<file path="config.mk">
export PLATFORM = sky130hd
export DESIGN_NAME = edp_step_seq
export DESIGN_NICKNAME = d
export VERILOG_FILES = /design/src/rtl/edp_seq_pkg.sv /design/src/rtl/edp_step_ram.sv /design/src/rtl/edp_step_seq.sv
export SDC_FILE = /design/constraint.sdc
export NUM_CORES = 2
export LEC_CHECK = 0
export ABC_CLOCK_PERIOD_IN_PS = 21700
export CORE_MARGIN = 4
export CORE_UTILIZATION = 65
export DETAILED_ROUTE_END_ITERATION = 10
export PLACE_DENSITY = 0.85
export SLEW_MARGIN = 10
export SYNTH_ARGS = -nofsm -noshare
export SYNTH_HDL_FRONTEND = slang
export SYNTH_SLANG_ARGS = --single-unit
</file>
<file path="constraint.sdc">
create_clock -name eboxClk -period 21.7 [get_ports eboxClk]
set_input_delay 4.34 -clock eboxClk [delete_from_list [all_inputs] [get_ports eboxClk]]
set_output_delay 4.34 -clock eboxClk [all_outputs]
set_load 0.03 [all_outputs]
</file>
<file path="src/rtl/edp_seq_pkg.sv">
// Shared types and constants for the EDP micro-step sequencer.
// Holds the FSM state enum, the step-table entry layout and the CRAM AD function codes.
package edp_seq_pkg;

    localparam int EDP_W  = 36;
    localparam int EDP_FW = 6;

    typedef enum logic [2:0] {
        S_IDLE,
        S_DRIVE,
        S_SETTLE,
        S_CHECK,
        S_DONE
    } tEdpSeqState;

    // Entry layout at the default widths; instances with other widths use the same field order
    typedef struct packed {
        logic [EDP_W-1:0]  cache;
        logic [EDP_FW-1:0] func;
        logic              brLoad;
        logic              check;
        logic [EDP_W+1:0]  expectAD;
    } tEdpStep;

    localparam logic [EDP_FW-1:0] AD_A_PLUS_B = 6'o06;
    localparam logic [EDP_FW-1:0] AD_A        = 6'o25;
    localparam logic [EDP_FW-1:0] AD_B        = 6'o26;
    localparam logic [EDP_FW-1:0] AD_ZERO     = 6'o23;

endpackage

</file>
<file path="src/rtl/edp_step_ram.sv">
// Step-table storage: synchronous write, asynchronous read.
// Small enough to map onto distributed RAM; contents are deliberately not reset.
module edp_step_ram
    import edp_seq_pkg::*;
#(
    parameter int EW    = $bits(tEdpStep),
    parameter int DEPTH = 16,
    parameter int AW    = $clog2(DEPTH)
) (
    input  logic          clk,
    input  logic          we,
    input  logic [AW-1:0] wr_adr,
    input  logic [EW-1:0] wr_data,
    input  logic [AW-1:0] rd_adr,
    output logic [EW-1:0] rd_data
);

    logic [EW-1:0] mem [DEPTH];

    always_ff @(posedge clk) begin
        if (we) begin
            mem[wr_adr] <= wr_data;
        end
    end

    assign rd_data = mem[rd_adr];

endmodule

</file>
<file path="src/rtl/edp_step_seq.sv">
// Replays a table of EBOX data-path steps into the EDP and checks each AD result.
// Every output is registered; edpAD only reaches the error counters and capture registers.
module edp_step_seq
    import edp_seq_pkg::*;
#(
    parameter int W      = 36,
    parameter int STEPS  = 16,
    parameter int SA     = $clog2(STEPS),
    parameter int SETTLE = 1,
    parameter int FW     = 6
) (
    input  logic          eboxClk,
    input  logic          eboxReset_n,
    input  logic          tblWe,
    input  logic [SA-1:0] tblAdr,
    input  logic [W-1:0]  tblCache,
    input  logic [FW-1:0] tblAdFunc,
    input  logic          tblBrLoad,
    input  logic          tblCheck,
    input  logic [W+1:0]  tblExpect,
    input  logic          start,
    input  logic          abort,
    input  logic [SA-1:0] lastStep,
    input  logic [7:0]    passes,
    input  logic [W+1:0]  edpAD,
    output logic [W-1:0]  cacheDataRead,
    output logic [FW-1:0] adFunc,
    output logic          arLoad,
    output logic          brLoad,
    output logic          busy,
    output logic          done,
    output logic          pass,
    output logic [15:0]   errCount,
    output logic [SA-1:0] firstFailStep,
    output logic [W+1:0]  firstFailAD
);

    // Same field order as tEdpStep, sized by this instance's parameters
    typedef struct packed {
        logic [W-1:0]  cache;
        logic [FW-1:0] func;
        logic          brLoad;
        logic          check;
        logic [W+1:0]  expectAD;
    } step_t;

    localparam int EW = $bits(step_t);
    localparam int CW = (SETTLE > 1) ? $clog2(SETTLE) : 1;

    tEdpSeqState   state, next_state;
    logic [SA-1:0] step, next_step;
    logic [SA-1:0] last_q, next_last;
    logic [7:0]    passes_left, next_passes;
    logic [CW-1:0] cnt, next_cnt;
    logic          cur_check, next_check;
    logic [W+1:0]  cur_expect, next_expect;

    logic [W-1:0]  next_cache;
    logic [FW-1:0] next_func;
    logic          next_ar, next_br, next_busy, next_done, next_pass;
    logic [15:0]   next_err;
    logic [SA-1:0] next_ffs;
    logic [W+1:0]  next_ffad;

    logic          load_step;
    logic          run_state;
    logic [SA-1:0] rd_adr;
    logic [EW-1:0] rd_bits;
    step_t         rd_entry;
    step_t         wr_entry;

    assign run_state = (state == S_DRIVE) || (state == S_SETTLE) || (state == S_CHECK);

    assign wr_entry = '{cache: tblCache, func: tblAdFunc, brLoad: tblBrLoad,
                        check: tblCheck, expectAD: tblExpect};
    assign rd_entry = step_t'(rd_bits);

    edp_step_ram #(
        .EW    (EW),
        .DEPTH (STEPS),
        .AW    (SA)
    ) u_ram (
        .clk     (eboxClk),
        .we      (tblWe && !run_state),
        .wr_adr  (tblAdr),
        .wr_data (wr_entry),
        .rd_adr  (rd_adr),
        .rd_data (rd_bits)
    );

    always_comb begin
        next_state  = state;
        next_step   = step;
        next_last   = last_q;
        next_passes = passes_left;
        next_cnt    = cnt;
        next_check  = cur_check;
        next_expect = cur_expect;
        next_cache  = cacheDataRead;
        next_func   = adFunc;
        next_ar     = 1'b0;
        next_br     = 1'b0;
        next_done   = done;
        next_pass   = pass;
        next_err    = errCount;
        next_ffs    = firstFailStep;
        next_ffad   = firstFailAD;
        load_step   = 1'b0;
        rd_adr      = step;

        case (state)
            S_IDLE, S_DONE: begin
                if (start) begin
                    next_step   = '0;
                    next_last   = lastStep;
                    next_passes = passes;
                    next_err    = '0;
                    next_ffs    = '0;
                    next_ffad   = '0;
                    next_done   = 1'b0;
                    next_pass   = 1'b0;
                    load_step   = 1'b1;
                    rd_adr      = '0;
                end
            end
            S_DRIVE: begin
                next_state = S_SETTLE;
                next_cnt   = CW'(SETTLE - 1);
            end
            S_SETTLE: begin
                if (cnt == '0) begin
                    next_state = S_CHECK;
                end else begin
                    next_cnt = cnt - CW'(1);
                end
            end
            S_CHECK: begin
                // errCount still zero means this is the first mismatch of the run
                if (cur_check && (edpAD != cur_expect)) begin
                    if (errCount != 16'hFFFF) begin
                        next_err = errCount + 16'd1;
                    end
                    if (errCount == 16'd0) begin
                        next_ffs  = step;
                        next_ffad = edpAD;
                    end
                end
                if (step < last_q) begin
                    next_step = step + SA'(1);
                    rd_adr    = step + SA'(1);
                    load_step = 1'b1;
                end else if (passes_left != 8'd0) begin
                    next_passes = passes_left - 8'd1;
                    next_step   = '0;
                    rd_adr      = '0;
                    load_step   = 1'b1;
                end else begin
                    next_state = S_DONE;
                    next_done  = 1'b1;
                    next_pass  = (next_err == 16'd0);
                end
            end
            default: next_state = S_IDLE;
        endcase

        if (load_step) begin
            next_state  = S_DRIVE;
            next_check  = rd_entry.check;
            next_expect = rd_entry.expectAD;
            next_cache  = rd_entry.cache;
            next_func   = rd_entry.func;
            next_ar     = 1'b1;
            next_br     = rd_entry.brLoad;
        end

        // Abort discards whatever the current state would have done this cycle
        if (abort && run_state) begin
            next_state  = S_DONE;
            next_step   = step;
            next_passes = passes_left;
            next_err    = errCount;
            next_ffs    = firstFailStep;
            next_ffad   = firstFailAD;
            next_ar     = 1'b0;
            next_br     = 1'b0;
            next_done   = 1'b1;
            next_pass   = 1'b0;
        end

        if ((next_state == S_IDLE) || (next_state == S_DONE)) begin
            next_cache = '0;
            next_func  = '0;
        end

        next_busy = (next_state == S_DRIVE) || (next_state == S_SETTLE) || (next_state == S_CHECK);
    end

    always_ff @(posedge eboxClk or negedge eboxReset_n) begin
        if (!eboxReset_n) begin
            state         <= S_IDLE;
            step          <= '0;
            last_q        <= '0;
            passes_left   <= '0;
            cnt           <= '0;
            cur_check     <= 1'b0;
            cur_expect    <= '0;
            cacheDataRead <= '0;
            adFunc        <= '0;
            arLoad        <= 1'b0;
            brLoad        <= 1'b0;
            busy          <= 1'b0;
            done          <= 1'b0;
            pass          <= 1'b0;
            errCount      <= '0;
            firstFailStep <= '0;
            firstFailAD   <= '0;
        end else begin
            state         <= next_state;
            step          <= next_step;
            last_q        <= next_last;
            passes_left   <= next_passes;
            cnt           <= next_cnt;
            cur_check     <= next_check;
            cur_expect    <= next_expect;
            cacheDataRead <= next_cache;
            adFunc        <= next_func;
            arLoad        <= next_ar;
            brLoad        <= next_br;
            busy          <= next_busy;
            done          <= next_done;
            pass          <= next_pass;
            errCount      <= next_err;
            firstFailStep <= next_ffs;
            firstFailAD   <= next_ffad;
        end
    end

endmodule

</file>
# Word level (Yosys, flattened, before mapping)
# Memories as Yosys holds them, arrays and structs flattened.
# Index checks and enable logic that the tools add are counted.
# totals
in_bits	141
word_cells	118
register_bits	164
ramBits	1312
output_inout_bits	105
mem_count	1
# mem_list
name	depth	width	read_ports	rd_ports_with_merged_regs	wr	line	source
u_ram.mem	16	82	1	0	1	edp_step_ram.sv:18	logic [EW-1:0] mem [DEPTH];
# classes
bitwise_logic	1
n_lt_le_gt_ge	1
n_addsub	4
n_reduce_logical	24
n_eq_ne	18
mux	52
# op_table
operator	n
$mux 38	3
$pmux 38 s2	1
$mux 36	2
$mux 16	4
$ne 38x38->1	1
$logic_not 16->1	2
$pmux 16 s2	1
$mux 4	6
$mux 8	3
$mux 1	17
$add 16x1->16 const B	1
$ne 16x16->1 const B	1
$pmux 4 s2	2
$pmux 8 s2	1
$mux 3	5
$eq 3x2->1 const B	4
$mux 6	2
$pmux 3 s4	1
$reduce_and 5->1	2
$pmux 1 s2	4
$reduce_bool 8->1	1
$sub 8x1->8 const B	1
$eq 3x1->1 const B	2
$eq 3x3->1 const B	2
other kinds (18)	31

# Logic depth before layout (Yosys ltp)
# logic_depth
word_depth	9
mapped_depth	15
depth_no_buf	11

# Cells and area by module
# A second synthesis with hierarchy kept.
# unflattened
hier_cells	2918
hier_area_um2	56865.8
# by_module_without_submodules
module	cells_each	instances	area_each_um2	seq_area_each_um2
edp_step_ram	2021	1	49042.0	39397.8
edp_step_seq	897	1	7823.8	4078.9

# Worst setup path before layout
# No wires, ideal clock.
# synth_path
kind	in2reg
startpoint	input tblWe
endpoint	memory u_ram.mem[0][0] in the netlist's numbering, enable pin
setup_time_ns	0.624
t_required_ns	21.076
setup_slack_ns	10.695
path_stages	3
t_arrival_ns	10.381
path_buffers	0
cell_sequence	o21ai_0 > or3_1 > nor3_1
# synth_between
elab_chain_len	3
# synth_lines
item	line	source
from (decl)	edp_step_seq.sv:14	input logic tblWe,
$logic_and 1x1->1	edp_step_seq.sv:84	.we (tblWe && !run_state),
$mux 1	edp_step_ram.sv:21	if (we) begin
$mux 1 (not written as such)	edp_step_ram.sv:22	mem[wr_adr] <= wr_data;
to (decl)	edp_step_ram.sv:18	
# No other way between the ends.

# Worst setup path after layout
# layout_path
startpoint	input start
endpoint	register cacheDataRead[23]
# layout_between
elab_chain_len	7
word_cells_on_any_way	13
classes_between	1 x eq/ne; 8 x mux; 3 x reduce/logical; 1 x memory
# layout_lines
item	line	source
from (decl)	edp_step_seq.sv:21	input logic start,
branches (longest 7 deep; another with $mem_v2 16x82)	n/a	
to (signal assigned)	edp_step_seq.sv:225	cacheDataRead <= next_cache;
to (decl)	edp_step_seq.sv:26	output logic [W-1:0] cacheDataRead,
# Several ways; the timed one is not identified. The select of a mux whose other input is x is not followed.
# A chain may end at the register's enable or synchronous reset.

==> results.md <==
### Logic synthesis
* mean instance size in the synthesized netlist: 14.1 sq um
* Most used DFF post-synth: sky130_fd_sc_hd__edfxtp_1
* cell type contributing the most total cell area after synthesis: sky130_fd_sc_hd__edfxtp_1
* flip-flop and latch count after synthesis: 1475
* EDFF count, synth: 1312
* number of cells produced by synthesis: 4153
* top post-synthesis cells by area: sky130_fd_sc_hd__edfxtp_1 (67%), sky130_fd_sc_hd__dfrtp_1 (7.0%), sky130_fd_sc_hd__nand2_1 (5.6%)
* Mapped Nets: 4301
* share of flip-flops with an asynchronous set or reset: 0.111
* share of Yosys cell area claimed by the top area cell type: 0.672
* share of synthesized area occupied by flip-flops and latches: 0.742
* post-synthesis cell area: 0.0586 sq mm
* synth warn: 0
* unique cell type count in the Yosys netlist: 78

### Power
* net load switching power: 2.46 mW
* largest vdd supply drop: 0.116 mV
* combinational cell fraction of total power: 0.249
* leakage dissipation: 22.7 nW
* share of total power in sequential cells: 0.438
* proportion of power drawn by the clock network: 0.313
* pwr/cell area: 115 mW/mm^2
* Sw Share: 0.320
* internal power component: 5.24 mW

### CTS
* CTS clock-pin slew for the worst setup and hold paths: 0.06 ns
* sinks on the clock net: 1475
* number of buffers inserted by post-CTS setup repair: 0
* number of gates resized after CTS: 0
* Clock Tree Buf Depth: 3
* CTS root buffer: sky130_fd_sc_hd__clkbuf_16
* count of hold-fix buffers inserted at cts: 0
* H-tree Lvls: 4
* latest clock arrival within the worst-skew pair: 0.76 ns
* total clock buffers created by CTS: 141
* TritonCTS clock tree: yes

### Floorplan
* Die Y: 308 microns
* area of the placeable core: 0.0889 sq mm
* die boundary width: 308 microns
* initial core utilization: 0.659
* Ports: 246
* die area: 0.0950 sq mm
* Placement Rows: 109

### Global route
* maximum number of pins on one net before global-route repair: 201
* number of global-route vias before repair: 37997
* sum of overflow across all layers after global routing: 0
* global-route wire length before repair: 232 mm
* global-route usage over all layers: 0.330
* initial antenna violation count: 20

### Cells and area
* share of final-layout standard cells stronger than drive strength 1: 0.0780
* area of combinational cells with multiple inputs: 0.0141 sq mm
* number of fillers in the final layout: 4783
* area added between synthesis and finish: 13.9%
* Final Instance Count excl. Fillers: 5674
* final layout net count: 4517
* final core utilization: 0.751
* register area: 0.0435 sq mm
* total non-filler cell area in the finished layout: 0.0668 sq mm

### Critical path
* ordered cell list for the critical path: clkdlybuf4s50_1, or3b_1, nand2_2, nor2_1, or3_4, buf_4, buf_12, nand3_1, buf_4, a2bb2oi_1, nor2_1, o31ai_1
* category of the worst setup path launch point: input port
* CP bufs+invs: 4
* Critical Path Sink Type: flip-flop
* cell at the slowest stage of the critical path: sky130_fd_sc_hd__buf_4
* Crit path largest cell delay: 0.95 ns
* crit-path leading delay family: buffers and inverters
* maximum fanout encountered on the critical timing path: 200
* worst setup path class: in -> reg
* critical path arrival: 9.55 ns
* required time of the critical path: 22.31 ns

### Flow run
* MaxCap Viol Count: 0

### Placement
* Routability Congestion: 0.852
* count of buffers from port buffering: 245
* pre-CTS worst setup slack: 12.30 ns
* number of cells after detailed placement: 5391
* half-perimeter wire length after detailed placement: 78.8 mm
* area of placed instances: 0.0622 sq mm

### Timing
* achievable frequency: 0.112 GHz
* final setup skew: 0.0267 ns
* count of final setup violators: 0
* RSZ-0062 raised after global routing: false
* Slew @ Worst Pin: 1.23 ns
* Final Worst Setup Slack: 12.76 ns
* Final Max Slew Viols: 0
* relative max-transition margin: 0.179
* part of the cycle the worst path needs: 0.412
* Final Critical Period: 8.94 ns
* setup total negative slack: 0 ns
* number of endpoints with negative hold slack in the final report: 0

### Drt
* length of routed met3 wiring: 21.7 mm
* drc violations: 0
* router iterations before antenna repair: 6
* uppermost signal routing layer after detailed routing: met5
* total via count after detailed routing: 38545
* count of antenna-violating nets left after detailed routing: 1
* routed length on met2: 75.7 mm
* detailed-route vias per instance: 6.79
* routed length per instance: 27.9 microns
* WL met1: 52.9 mm
* starting DRC count in detailed routing: 6345
* WL final: 158 mm

### Min path
* Hold/Removal Path Class: reg -> reg

### Run status
* run status: finished with violations
* violations in the final reports: antenna violations

[registers in the layout (all words and copies together) (netlist names), 4 cells and up]
name / cells
step: 4
firstFailAD: 38
last_q: 4
passes_left: 8
adFunc: 6
cur_expect: 38
cacheDataRead: 36
u_ram.mem: 1312
errCount: 16
firstFailStep: 4
[final timing paths]
check	start	to	slack (ns)	depth (start not counted)
max	start	cacheDataRead[23]$_DFFE_PN0P_	12.76	12
min	firstFailAD[26]$_DFFE_PN0P_	firstFailAD[26]$_DFFE_PN0P_	0.48	2
max reg2reg	passes_left[0]$_DFFE_PN0P_	cacheDataRead[23]$_DFFE_PN0P_	15.81	13
min reg2reg	firstFailAD[26]$_DFFE_PN0P_	firstFailAD[26]$_DFFE_PN0P_	0.48	2
max in group asynchronous	eboxReset_n	firstFailAD[8]$_DFFE_PN0P_	15.94	3
min in group asynchronous	eboxReset_n	cacheDataRead[8]$_DFFE_PN0P_	3.62	1
[layout by cell type, fill, tap and decap left out, drive strengths merged, types with 40 or more instances in the layout]
master / instances
clkdlybuf4s50: 244
clkbuf: 204
nand4: 40
o21ai: 131
xnor2: 45
a21oi: 124
mux2i: 320
nor4: 51
nand2: 877
o22ai: 69
nand3: 236
dfrtp: 163
edfxtp: 1312
nor2: 163
buf: 79
[power by group through the flow]
stage	combinational (mW)	clock (mW)	sequential, mW
3_5_place_dp	1.83	0	3.43
6_report	1.91	2.41	3.37
4_1_cts	1.87	2.41	3.37
3_3_place_gp	1.76	0	3.42
5_1_grt	2.03	2.54	3.38
2_1_floorplan	1.23	0	3.44
[metrics by stage]
stage | power, mW | hold WS (ns)
3_5_place_dp | 5.26 | 0.469
4_1_cts | 7.66 | 0.482
6_report | 7.70 | 0.479
5_1_grt | 7.96 | 0.508
3_3_place_gp | 5.18 | 0.463
2_1_floorplan | 4.68 | 0.438
[final cells by class]
cell class,count,area share
diodes,21,0.000787
clock buffers,203,0.0598
clock inverters,59,0.00841
inverters,13,0.000731
multi-input cells,2414,0.211
flip-flops and latches,1475,0.651
well taps,1165,0.0218
repair buffers,324,0.0460
[synthesized netlist by cell type, drive strengths merged, types with 16 or more instances]
cell type	number
edfxtp	1312
nand2	877
mux2i	320
nand3	236
dfrtp	163
nor2	163
o21ai	131
buf	128
a21oi	124
clkbuf	123
o22ai	69
nor4	51
xnor2	45
nand4	40
a32oi	39
and3	39
a211oi	28
a31oi	23
nor3	21
and2	19
o211ai	18
o31ai	16
[cells by family (layout without fill, tap and decap cells)]
kind of cell,count (synthesis),in the layout,synth area share
AOI/OAI and AO/OA,563,563,0.0630
other,0,21,0
DFF,1475,1475,0.742
buffers and inverters,264,599,0.0215
adders and majority gates,7,7,0.00149
muxes,333,333,0.0572
and+or+nand+nor,1466,1466,0.108
xor gates and xnor gates,45,45,0.00673
[metal layers]
layer | global-route usage | vias to the layer above
met5 | 0 | -
met4 | 0.165 | 12
met3 | 0.0882 | 598
met2 | 0.525 | 3218
met1 | 0.427 | 18732
li1 | - | 15985
[worst reg2reg max path: cells and delay by family, from the launching register on]
kind / cells / cell delay [ns]
AOI/OAI and AO/OA: 2 / 0.34
adders and majority gates: 1 / 0.18
buffers and inverters: 4 / 2.30
DFF: 1 / 0.41
and+or+nand+nor: 6 / 2.52
Power figures use the tool's default switching activity.
==> patch, RTL diff (config.mk and constraints unchanged) <==
Change the parameter `W` from 36 to 28.
--- a/src/rtl/edp_step_seq.sv
+++ b/src/rtl/edp_step_seq.sv
@@ -3,7 +3,7 @@
 module edp_step_seq
     import edp_seq_pkg::*;
 #(
-    parameter int W      = 36,
+    parameter int W      = 28,
     parameter int STEPS  = 16,
     parameter int SA     = $clog2(STEPS),
     parameter int SETTLE = 1,
Interface: changed (5 resized); port bits go from 246 to 206. The function was not compared with the original's and may differ.
==> patch against the unedited design <==
  * Wire length shrank 21%
  * Setup slack gained 110 ps
  * Non-clock buffer count shrank 72
  * Sequential cell count shrank 280
  * Power shrank 16%
  * Fmax grew 1.2%
  * Die area shrank 19%
  * Synthesized area shrank 20%
  * Design area shrank 20%
==> patch: results (changes against the unedited design) <==
# H-tree levels=3 (-1); vias per inst=6.77 (-0.40%); iteration-0 DRC count of the detailed router=4832 (-24%); Final GP Congestion=0.831 (-2.5%); PortBufs=205 (-16%); critical path's slowest cell=nand3_2; Synth Area in Adders=0.187% (+0.037 points); Total Nets Final=3727 (-17%); Worst path top cell family by delay=simple AND/OR/NAND/NOR gates; crit path max fanout=71 (-65%); cts bufs inserted=112 (-21%); DP Wirelength=61.5 mm (-22%); register area share after synthesis=75.0% (+0.81 points); R2R depth=11 (-2); Critical Path Max Stage Delay=1070 ps (+120 ps); Final Skew=36.0 ps (+9.25 ps); first-pass GRT wire length=186 mm (-20%); Worst Path Arrival=9420 ps (-130 ps); Commonest cells post-synth=edfxtp_1 (1056), nand2_1 (952), nand3_1 (335); Pleak=18.3 nW (-19%); mux contribution to synthesized area=2.97% (-2.8 points); via count=31502 (-18%); synthesized-area fraction occupied by xor and xnor cells=0.691% (+0.018 points); Post-synth EDFFs=1056 (-20%); First-pass DRT Iterations=9 (+3); VDD IR-drop max=0.139 mV (+20%); Routed WL per cell=27.0 um (-3.1%); Synth Net Count=3566 (-17%); status=complete, no violations; Largest regs=u_ram.mem (1056), cur_expect (30), firstFailAD (30); placed insts=4438 (-18%); ranking of synthesized cells by area=edfxtp_1 (68%), nand2_1 (7.6%), dfrtp_1 (7.4%); Rel. slew slack=11.1% (-6.8 points); largest net degree at the start of global routing=194 (-3.5%); syn_area_per_cell=13.6 um^2 (-3.4%); initial antenna violation count=10 (-50%); post-synth cell types=70 (-10%); Tot GR Track Use=31.9% (-1.1 points); share of layout cells above drive strength 1=7.04% (-0.76 points); dpl cell area=49800 um^2 (-20%)
[patch: cell count changes after synthesis, sizes merged, moves of 34 or more]
cell	before	now
a32oi	39	100
mux2i	320	139
nor2	163	56
edfxtp	1312	1056
and3	39	5
nor4	51	10
a21oi	124	23
nand2	877	952
o21ai	131	85
a31oi	23	75
clkbuf	123	82
nand3	236	335
[patch: worst paths after layout]
kind                                 startpoint              end  slack (ps)
worst min register to register  firstFailAD[13]  firstFailAD[13]         480
max in group asynchronous           eboxReset_n   firstFailAD[5]       16390
min in group asynchronous           eboxReset_n   cur_expect[19]        3760
worst max-delay path                      start    cur_expect[2]       12860
worst min-delay path            firstFailAD[13]  firstFailAD[13]         480
worst max register to register         state[2]    cur_expect[2]       15960
[patch: logic make-up (layout without fill, tap and decap cells)]
logic type | Yosys count | after routing
AO/OA/AOI/OAI | 362 | 362
AND/OR/NAND/NOR | 1486 | 1486
flip-flops | 1195 | 1195
adder cells (fa/ha/maj) | 7 | 7
other | 0 | 11
multiplexers | 139 | 139
XOR/XNOR | 37 | 37
buffers and inverters | 216 | 469
[patch: metal layers]
layer | global-route usage, % | share of wire [%]
met5 | 0 | 0.023
met2 | 51.5 | 48
met1 | 42.2 | 34
met4 | 13.7 | 3.7
met3 | 7.71 | 14
[patch: worst min-delay path, cell delays in order, from the launching register on]
cell and delay [ps]:
dfrtp_1 340, nand2_1 40, o21ai_0 60
[patch: final cells by class]
type,instances,area (um^2)
Multi-Input combinational cell,2031,11000
Antenna cell,11,27.5
Inverter,11,41.3
Fill cell,3842,17900
Clock buffer,166,3260
Sequential cell,1195,35200
Tap cell,950,1190
Timing Repair Buffer,252,2430
Clock inverter,40,450
[patch: where the power goes]
group	total [mW]	switching [mW]	internal, mW	leakage, nW
registers	2.74	0.111	2.63	11.4
logic	1.76	1.25	0.512	5.15
clock network	1.97	0.829	1.14	1.82
total	6.48	2.19	4.29	18.3
[patch: stage by stage]
| stage | hold WS (ps) | utilization, % | power (mW) |
|---|---|---|---|
| detailed placement | 471 | 69.6 | 4.45 |
| finish | 477 | 74.9 | 6.48 |
| global placement | 462 | 69.6 | 4.39 |
| floorplan | 447 | - | 3.88 |
| global route | 509 | 74.9 | 6.69 |
| CTS | 485 | 74.8 | 6.43 |
